$ cat src/rtl/popcount_stream.sv
`default_nettype none
// ============================================================================
// Module      : popcount_stream
// Description : Handshaked ones/zeros counter. Counts one CHUNK_W slice of a
//               DATA_W word per cycle and keeps a saturating running total
//               across a group of words closed by a last flag.
// Revision    : 1.0 - initial release
// ============================================================================
module popcount_stream #(
  parameter int DATA_W  = 32,
  parameter int CHUNK_W = 8,
  parameter int CNT_W   = $clog2(DATA_W + 1),
  parameter int ACC_W   = 16
) (
  input  logic              clk,
  input  logic              rst_n,
  input  logic              in_valid,
  output logic              in_ready,
  input  logic [DATA_W-1:0] in_data,
  input  logic              in_mode,
  input  logic              in_last,
  output logic              out_valid,
  input  logic              out_ready,
  output logic [CNT_W-1:0]  out_count,
  output logic [ACC_W-1:0]  out_total,
  output logic              out_sat
);

  localparam int NCH   = DATA_W / CHUNK_W;
  localparam int IDX_W = (NCH > 1) ? $clog2(NCH) : 1;
  // One spare bit over the wider operand so the accumulator sum never wraps
  localparam int SUM_W = ((ACC_W > CNT_W) ? ACC_W : CNT_W) + 1;

  localparam logic [1:0] IDLE = 2'd0;
  localparam logic [1:0] BUSY = 2'd1;
  localparam logic [1:0] DONE = 2'd2;

  logic [1:0]        state;
  logic [DATA_W-1:0] word_q;     // shifts right one chunk per BUSY cycle
  logic              last_q;
  logic [CNT_W-1:0]  partial;
  logic [IDX_W-1:0]  idx;
  logic [ACC_W-1:0]  acc;
  logic              sat;        // internal sticky flag, cleared at group end

  logic [CNT_W-1:0]  chunk_ones;
  logic [CNT_W-1:0]  partial_next;
  logic [SUM_W-1:0]  acc_sum;
  logic              clip;
  logic [ACC_W-1:0]  acc_next;
  logic              last_chunk;

  assign in_ready  = (state == IDLE) & rst_n;
  assign out_valid = (state == DONE);

  // Popcount of the chunk currently sitting in the low bits of the word
  always_comb begin
    chunk_ones = '0;
    for (int i = 0; i < CHUNK_W; i++) begin
      chunk_ones = chunk_ones + CNT_W'(word_q[i]);
    end
  end

  // Next partial count and clipped running total for the final chunk
  always_comb begin
    partial_next = partial + chunk_ones;
    acc_sum      = SUM_W'(acc) + SUM_W'(partial_next);
    clip         = (acc_sum > SUM_W'({ACC_W{1'b1}}));
    acc_next     = clip ? {ACC_W{1'b1}} : acc_sum[ACC_W-1:0];
    last_chunk   = (idx == IDX_W'(NCH - 1));
  end

  // Control FSM, datapath registers and held outputs
  always_ff @(posedge clk or negedge rst_n) begin
    if (!rst_n) begin
      state     <= IDLE;
      word_q    <= '0;
      last_q    <= 1'b0;
      partial   <= '0;
      idx       <= '0;
      acc       <= '0;
      sat       <= 1'b0;
      out_count <= '0;
      out_total <= '0;
      out_sat   <= 1'b0;
    end else begin
      case (state)
        IDLE: begin
          if (in_valid) begin
            // Zero counting is done by counting ones of the inverted word
            word_q  <= in_mode ? ~in_data : in_data;
            last_q  <= in_last;
            partial <= '0;
            idx     <= '0;
            state   <= BUSY;
          end
        end
        BUSY: begin
          partial <= partial_next;
          word_q  <= word_q >> CHUNK_W;
          idx     <= idx + IDX_W'(1);
          if (last_chunk) begin
            out_count <= partial_next;
            acc       <= acc_next;
            out_total <= acc_next;
            sat       <= sat | clip;
            out_sat   <= sat | clip;
            state     <= DONE;
          end
        end
        DONE: begin
          if (out_ready) begin
            state <= IDLE;
            // Group closes: clear internal state, displayed values stay
            if (last_q) begin
              acc <= '0;
              sat <= 1'b0;
            end
          end
        end
        default: state <= IDLE;
      endcase
    end
  end

endmodule
`default_nettype wire

$ cat config.mk
export PLATFORM = sky130hd
export DESIGN_NAME = popcount_stream
export DESIGN_NICKNAME = d
export VERILOG_FILES = /design/src/rtl/popcount_stream.sv
export SDC_FILE = /design/constraint.sdc
export NUM_CORES = 1
export LEC_CHECK = 0
export ABC_AREA = 1
export CAP_MARGIN = 10
export CORE_MARGIN = 8
export CORE_UTILIZATION = 30
export CTS_BUF_LIST = sky130_fd_sc_hd__clkbuf_16
export CTS_CLUSTER_DIAMETER = 120
export DETAILED_ROUTE_END_ITERATION = 8
export GPL_TIMING_DRIVEN = 1
export PLACE_DENSITY = 0.5
export RECOVER_POWER = 25
export SLEW_MARGIN = 20
export SYNTH_ARGS = -nofsm -noshare
export SYNTH_HDL_FRONTEND = slang
export SYNTH_SLANG_ARGS = --single-unit
$ cat constraint.sdc
create_clock -name clk -period 5.1 [get_ports clk]
set_input_delay 0.51 -clock clk [delete_from_list [all_inputs] [get_ports clk]]
set_output_delay 0.51 -clock clk [all_outputs]
set_load 0.02 [all_outputs]
==> impl_metrics.yaml, run 1 <==
run_status:
  outcome: "finished, violations left"
  violations: "capacitance limit, slew limit"
die:
  die_h_um: 138
  ios: 63
  start_util_pct: 30.8
  dieArea_mm2: 0.0191
  fp-row-count: 44
  die_width_um: 138
  core_area_mm2: 0.0146
detailed_routing:
  vias_per_cell: 4.54
  drc: 0
  num_vias: 3530
  postRouteAntennaNets: 0
  firstDrtPassIters: 4
  routed_wl_um: 10900
  drtIter0Drc: 215
  detail_route.wl_per_cell_um: 14.1
setup_path:
  end_kind: "flop"
  cpMostUsedCell: "nand2_1"
  max_stage_delay_ns: 0.54
  crit_family: "adder cells"
  crit_fanout: 6
  worst-path-buf-inv: 3
  start_kind: "flop"
  cp_cell_sequence: "fa_1, inv_1, fa_1, fa_1, fa_1, fa_1, o21ai_0, xor2_1, inv_1, ha_1, nand2_2, inv_1, nand2_1, nand3_1, nand2_1, nand2_1, nand2_1, nand2_1, nand2_1, nand2_1"
  path_class: "reg2reg"
  crit_slowest_cell: "fa_1"
  crit_required_ns: 5.33
  critical_path_arrival_ns: 4.91
timing:
  tightest_slew_ns: 2.33
  hold_viol: 0
  period_needed_ns: 4.67
  setup_violations: 0
  finalSetupTns_ns: 0
  rsz0062_at_grt: "no"
  slew_viol_final: 43
  maxSlewHeadroom_pct: -55.1
  fmax_mhz: 214
  clock_skew_ns: 0.00510
  final.period_utilization_pct: 91.7
clock_network:
  cts_resized: 0
  cts_root_buffer: "clkbuf_16"
  numClockSinks: 83
  path_clk_slew_ns: 0.06
  hold_buffers: 0
  htree_num_levels: 3
  cts_tree: "built"
  clk_latency_ns: 0.35
  cts_buffers: 9
  cts.path.max_buffers: 2
  postCtsSetupBuffers: 0
global_routing:
  first_global_vias: 3670
  antenna_found_initial: 1
  overflow: 0
  grt_max_degree: 44
  grt_first_pass_wirelength_um: 18800
  grt_usage_pct: 11.9
cells_and_area:
  fin_nets: 647
  drive_gt1_share_pct: 6.40
  diodes: 0
  area_growth_pct: 23.0
synthesis:
  ys_types: 35
  synth-seq-cells: 83
  yosysSeqAreaShare_pct: 46.3
  synthCells: 534
  synth-main-ff-cell: "dfrtp_1"
  synth_area_per_cell_um2: 8.41
  synth.cell_area_mm2: 0.00449
  synth_edf_count: 0
  ys_warn_count: 0
  synth_fp_nets: 591
  synthArstFlopShare_pct: 100
placement:
  dp_hpwl_um: 7870
  numPortBuffers: 62
  place.gp.congestion: 0.802
min_path:
  hold_path_class: "reg2reg"
run:
  maxCapViolCount: 1
-- path summary, 6_finish.rpt --
path	start	to	slack, ns	cells after the start
worst max-delay path	word_q[0]	acc[14]	0.43	20
worst min-delay path	idx[0]	idx[0]	0.48	1
worst max register to register	word_q[0]	acc[14]	0.43	20
worst min register to register	idx[0]	idx[0]	0.48	1
max in group asynchronous	rst_n	acc[6]	2.15	2
min in group asynchronous	rst_n	acc[10]	0.85	1
-- registers in the layout, summed over array words and instances (netlist names) --
| register | cells |
|---|---|
| word_q | 32 |
| acc | 16 |
| out_total | 16 |
| out_count | 6 |
| partial | 6 |
| idx | 2 |
| state | 2 |
| last_q | 1 |
| out_sat | 1 |
| sat | 1 |
-- cell usage after synthesis (all sizes together), types with 2 or more instances --
library cell  count  area share [%]
nand2           213              18
dfrtp            83              46
inv              53             4.5
xnor2            35             6.8
nand3            29             3.7
o211ai           19             3.2
o21ai            19             2.1
buf              14             1.9
ha               13             3.6
nor2             13             1.2
fa                6             2.7
o221ai            6             1.2
a21oi             5            0.56
clkbuf            4            0.33
nand4             4            0.56
xor2              4            0.78
o22ai             3            0.42
nand3b            2            0.33
nor3              2            0.33
or2               2            0.28
-- metrics by stage --
step / cells / utilization, % / setup slack (ns) / hold slack, ns / cell area (µm²)
3_3_place_gp: 763 / 35.9 / 0.472 / 0.464 / 5240
2_1_floorplan: 534 / - / 0.810 / 0.214 / 4490
5_1_grt: 778 / 37.9 / 0.114 / 0.499 / 5530
4_1_cts: 778 / 37.9 / 0.405 / 0.174 / 5530
6_report: 778 / 37.9 / 0.425 / 0.478 / 5530
3_5_place_dp: 763 / 35.9 / 0.445 / 0.466 / 5240
-- area by class of cell --
type                            instances  area [µm²]
Fill cell                            1489        9060
Multi-Input combinational cell        380        2110
Sequential cell                        83        2080
Timing Repair Buffer                   63         614
Tap cell                              184         230
Clock buffer                            9         225
Inverter                               53         201
Clock inverter                          6        66.3
-- cell families after synthesis --
kind of cell	count (synthesis)	share of synthesized area (%)
fa+ha+maj	19	6.30
buf+inv	71	6.74
simple gates	267	25.0
compound gates	54	7.80
mux	1	0.251
flops	83	46.3
xor+xnor	39	7.61
-- layer usage --
metal | routed length (µm) | GRT usage, %
met5 | 0 | 0
met4 | 184 | 4.58
met3 | 442 | 3.46
met2 | 5070 | 19.1
met1 | 5250 | 14.7
-- worst reg2reg max path, cell delays in order, from the launching register on --
cell	delay, ns
dfrtp_1	0.40
fa_1	0.54
inv_1	0.05
fa_1	0.50
fa_1	0.43
fa_1	0.43
fa_1	0.41
o21ai_0	0.22
xor2_1	0.25
inv_1	0.07
ha_1	0.34
nand2_2	0.12
inv_1	0.04
nand2_1	0.05
nand3_1	0.24
nand2_1	0.14
nand2_1	0.06
nand2_1	0.05
nand2_1	0.05
nand2_1	0.10
nand2_1	0.06
-- placed cells by master (no fill, tap or decap), types with 2 or more instances in the layout --
| master | count |
|---|---|
| nand2_1 | 206 |
| dfrtp_1 | 83 |
| clkdlybuf4s50_1 | 60 |
| inv_1 | 48 |
| xnor2_1 | 35 |
| nand3_1 | 26 |
| o211ai_1 | 19 |
| o21ai_0 | 19 |
| ha_1 | 13 |
| nor2_1 | 11 |
| clkbuf_16 | 9 |
| nand2_2 | 6 |
| o221ai_1 | 6 |
| fa_1 | 6 |
| a21oi_1 | 5 |
| nand4_1 | 4 |
| inv_2 | 4 |
| xor2_1 | 4 |
| o22ai_1 | 3 |
| clkinvlp_4 | 3 |
| or2_2 | 2 |
| nand3_2 | 2 |
| nor2_2 | 2 |
| nand3b_1 | 2 |
Power of run 1 is not shown: default switching activity piles up to over one toggle a cycle in this logic, so the estimate is an artifact.
==> run 2, diff against run 1 <==
--- a/config.mk
+++ b/config.mk
@@ -7,6 +7,7 @@
 export LEC_CHECK = 0
 export ABC_AREA = 1
 export CAP_MARGIN = 10
+export CORE_ASPECT_RATIO = 0.7
 export CORE_MARGIN = 8
 export CORE_UTILIZATION = 30
 export CTS_BUF_LIST = sky130_fd_sc_hd__clkbuf_16
==> impl_metrics.yaml, run 2 (synthesized netlist as in run 1, its figures left out) <==
run_status:
  outcome: "finished, violations left"
  violations: "capacitance limit, slew limit"
placement:
  numPortBuffers: 62
  dp_hpwl_um: 8120
  place.gp.congestion: 0.896
clock_network:
  cts_tree: "built"
  numClockSinks: 83
  postCtsSetupBuffers: 0
  cts_root_buffer: "clkbuf_16"
  hold_buffers: 0
  clk_latency_ns: 0.34
  cts_resized: 0
  cts_buffers: 9
  cts.path.max_buffers: 2
  path_clk_slew_ns: 0.07
  htree_num_levels: 3
timing:
  clock_skew_ns: 0.00842
  final.period_utilization_pct: 92.6
  hold_viol: 0
  rsz0062_at_grt: "no"
  tightest_slew_ns: 1.76
  fmax_mhz: 212
  maxSlewHeadroom_pct: -17.6
  slew_viol_final: 34
  period_needed_ns: 4.72
  setup_violations: 0
  finalSetupTns_ns: 0
detailed_routing:
  num_vias: 3541
  vias_per_cell: 4.48
  drc: 0
  firstDrtPassIters: 4
  routed_wl_um: 11000
  detail_route.wl_per_cell_um: 13.9
  drtIter0Drc: 202
  postRouteAntennaNets: 0
cells_and_area:
  diodes: 0
  fin_nets: 647
  top_regs: "word_q x32, acc x16, out_total x16"
  final_cell_mix: "206 x nand2_1, 83 x dfrtp_1, 60 x clkdlybuf4s50_1, 48 x inv_1, 35 x xnor2_1"
  largest_reg_flops: 32
  regMostFlops: "word_q"
  layout_commonest_cell: "nand2_1"
  drive_gt1_share_pct: 6.55
  area_growth_pct: 23.8
die:
  die_width_um: 162
  die_h_um: 118
  fp-row-count: 37
  dieArea_mm2: 0.0192
  start_util_pct: 30.6
  core_area_mm2: 0.0147
  ios: 63
min_path:
  hp-start: "out_sat"
  hold_path_class: "reg2reg"
  whs_endpoint: "out_sat"
  hold_depth: 2
run:
  maxCapViolCount: 1
global_routing:
  grt_max_degree: 53
  grt_first_pass_wirelength_um: 18500
  first_global_vias: 3633
  overflow: 0
  antenna_found_initial: 0
  grt_usage_pct: 11.8
setup_path:
  crit_required_ns: 5.33
  startpoint: "word_q[0]"
  r2r_cells: 19
  start_kind: "flop"
  crit_fanout: 4
  end_kind: "flop"
  critical_path_arrival_ns: 4.95
  r2r-start: "word_q[0]"
  path_class: "reg2reg"
  rrSetupSlack_ns: 0.38
  r2r-end: "acc[13]"
run 2: layout make-up:
class                      instances  area (µm²)
clock inverter                     7        85.1
timing repair buffer              63         614
inverter                          53         201
multi-input combinational        380        2110
clock buffer                       9         225
fill                            1524        9120
tap                              195         244
sequential                        83        2080
run 2: worst max path at each step:
stage | to
after global placement | out_total[6]
final | acc[13]
after floorplan | out_total[14]
after detailed placement | acc[13]
after global routing | acc[1]
after CTS | acc[13]
run 2: worst max-delay path, cell delays in order, from the launching register on:
cell and delay [ns]:
dfrtp_1 0.40, fa_1 0.55, inv_1 0.05, fa_1 0.49, fa_1 0.42, fa_1 0.42, fa_1 0.42, o21ai_0 0.25
xor2_1 0.26, inv_1 0.08, ha_1 0.36, nand2_1 0.11, nor2_1 0.17, nand2_1 0.09, nand3_1 0.10, nand2_1 0.06
nand3_1 0.11, nand3_1 0.10, nand2_1 0.10, nand2_1 0.06
run 2: stage by stage:
step / setup WS (ns) / std cells / hold slack [ns] / cell area, µm² / util, %
floorplan: 0.810 / 534 / 0.214 / 4490 / -
global placement: 0.476 / 774 / 0.463 / 5250 / 35.8
detailed placement: 0.397 / 774 / 0.467 / 5250 / 35.8
CTS: 0.362 / 790 / 0.107 / 5560 / 37.9
global route: 0.0922 / 790 / 0.499 / 5560 / 37.9
finish: 0.377 / 790 / 0.478 / 5560 / 37.9
run 2: metal layers:
metal  track usage, %  vias to the layer above  wire length [µm]
li1                 -                     1810                 -
met1             17.6                     1664              6060
met2             16.0                       61              4410
met3             3.33                        6               458
met4             3.86                        0                91
met5                0                        -                 0
Power of run 2 is left out for the same reason.
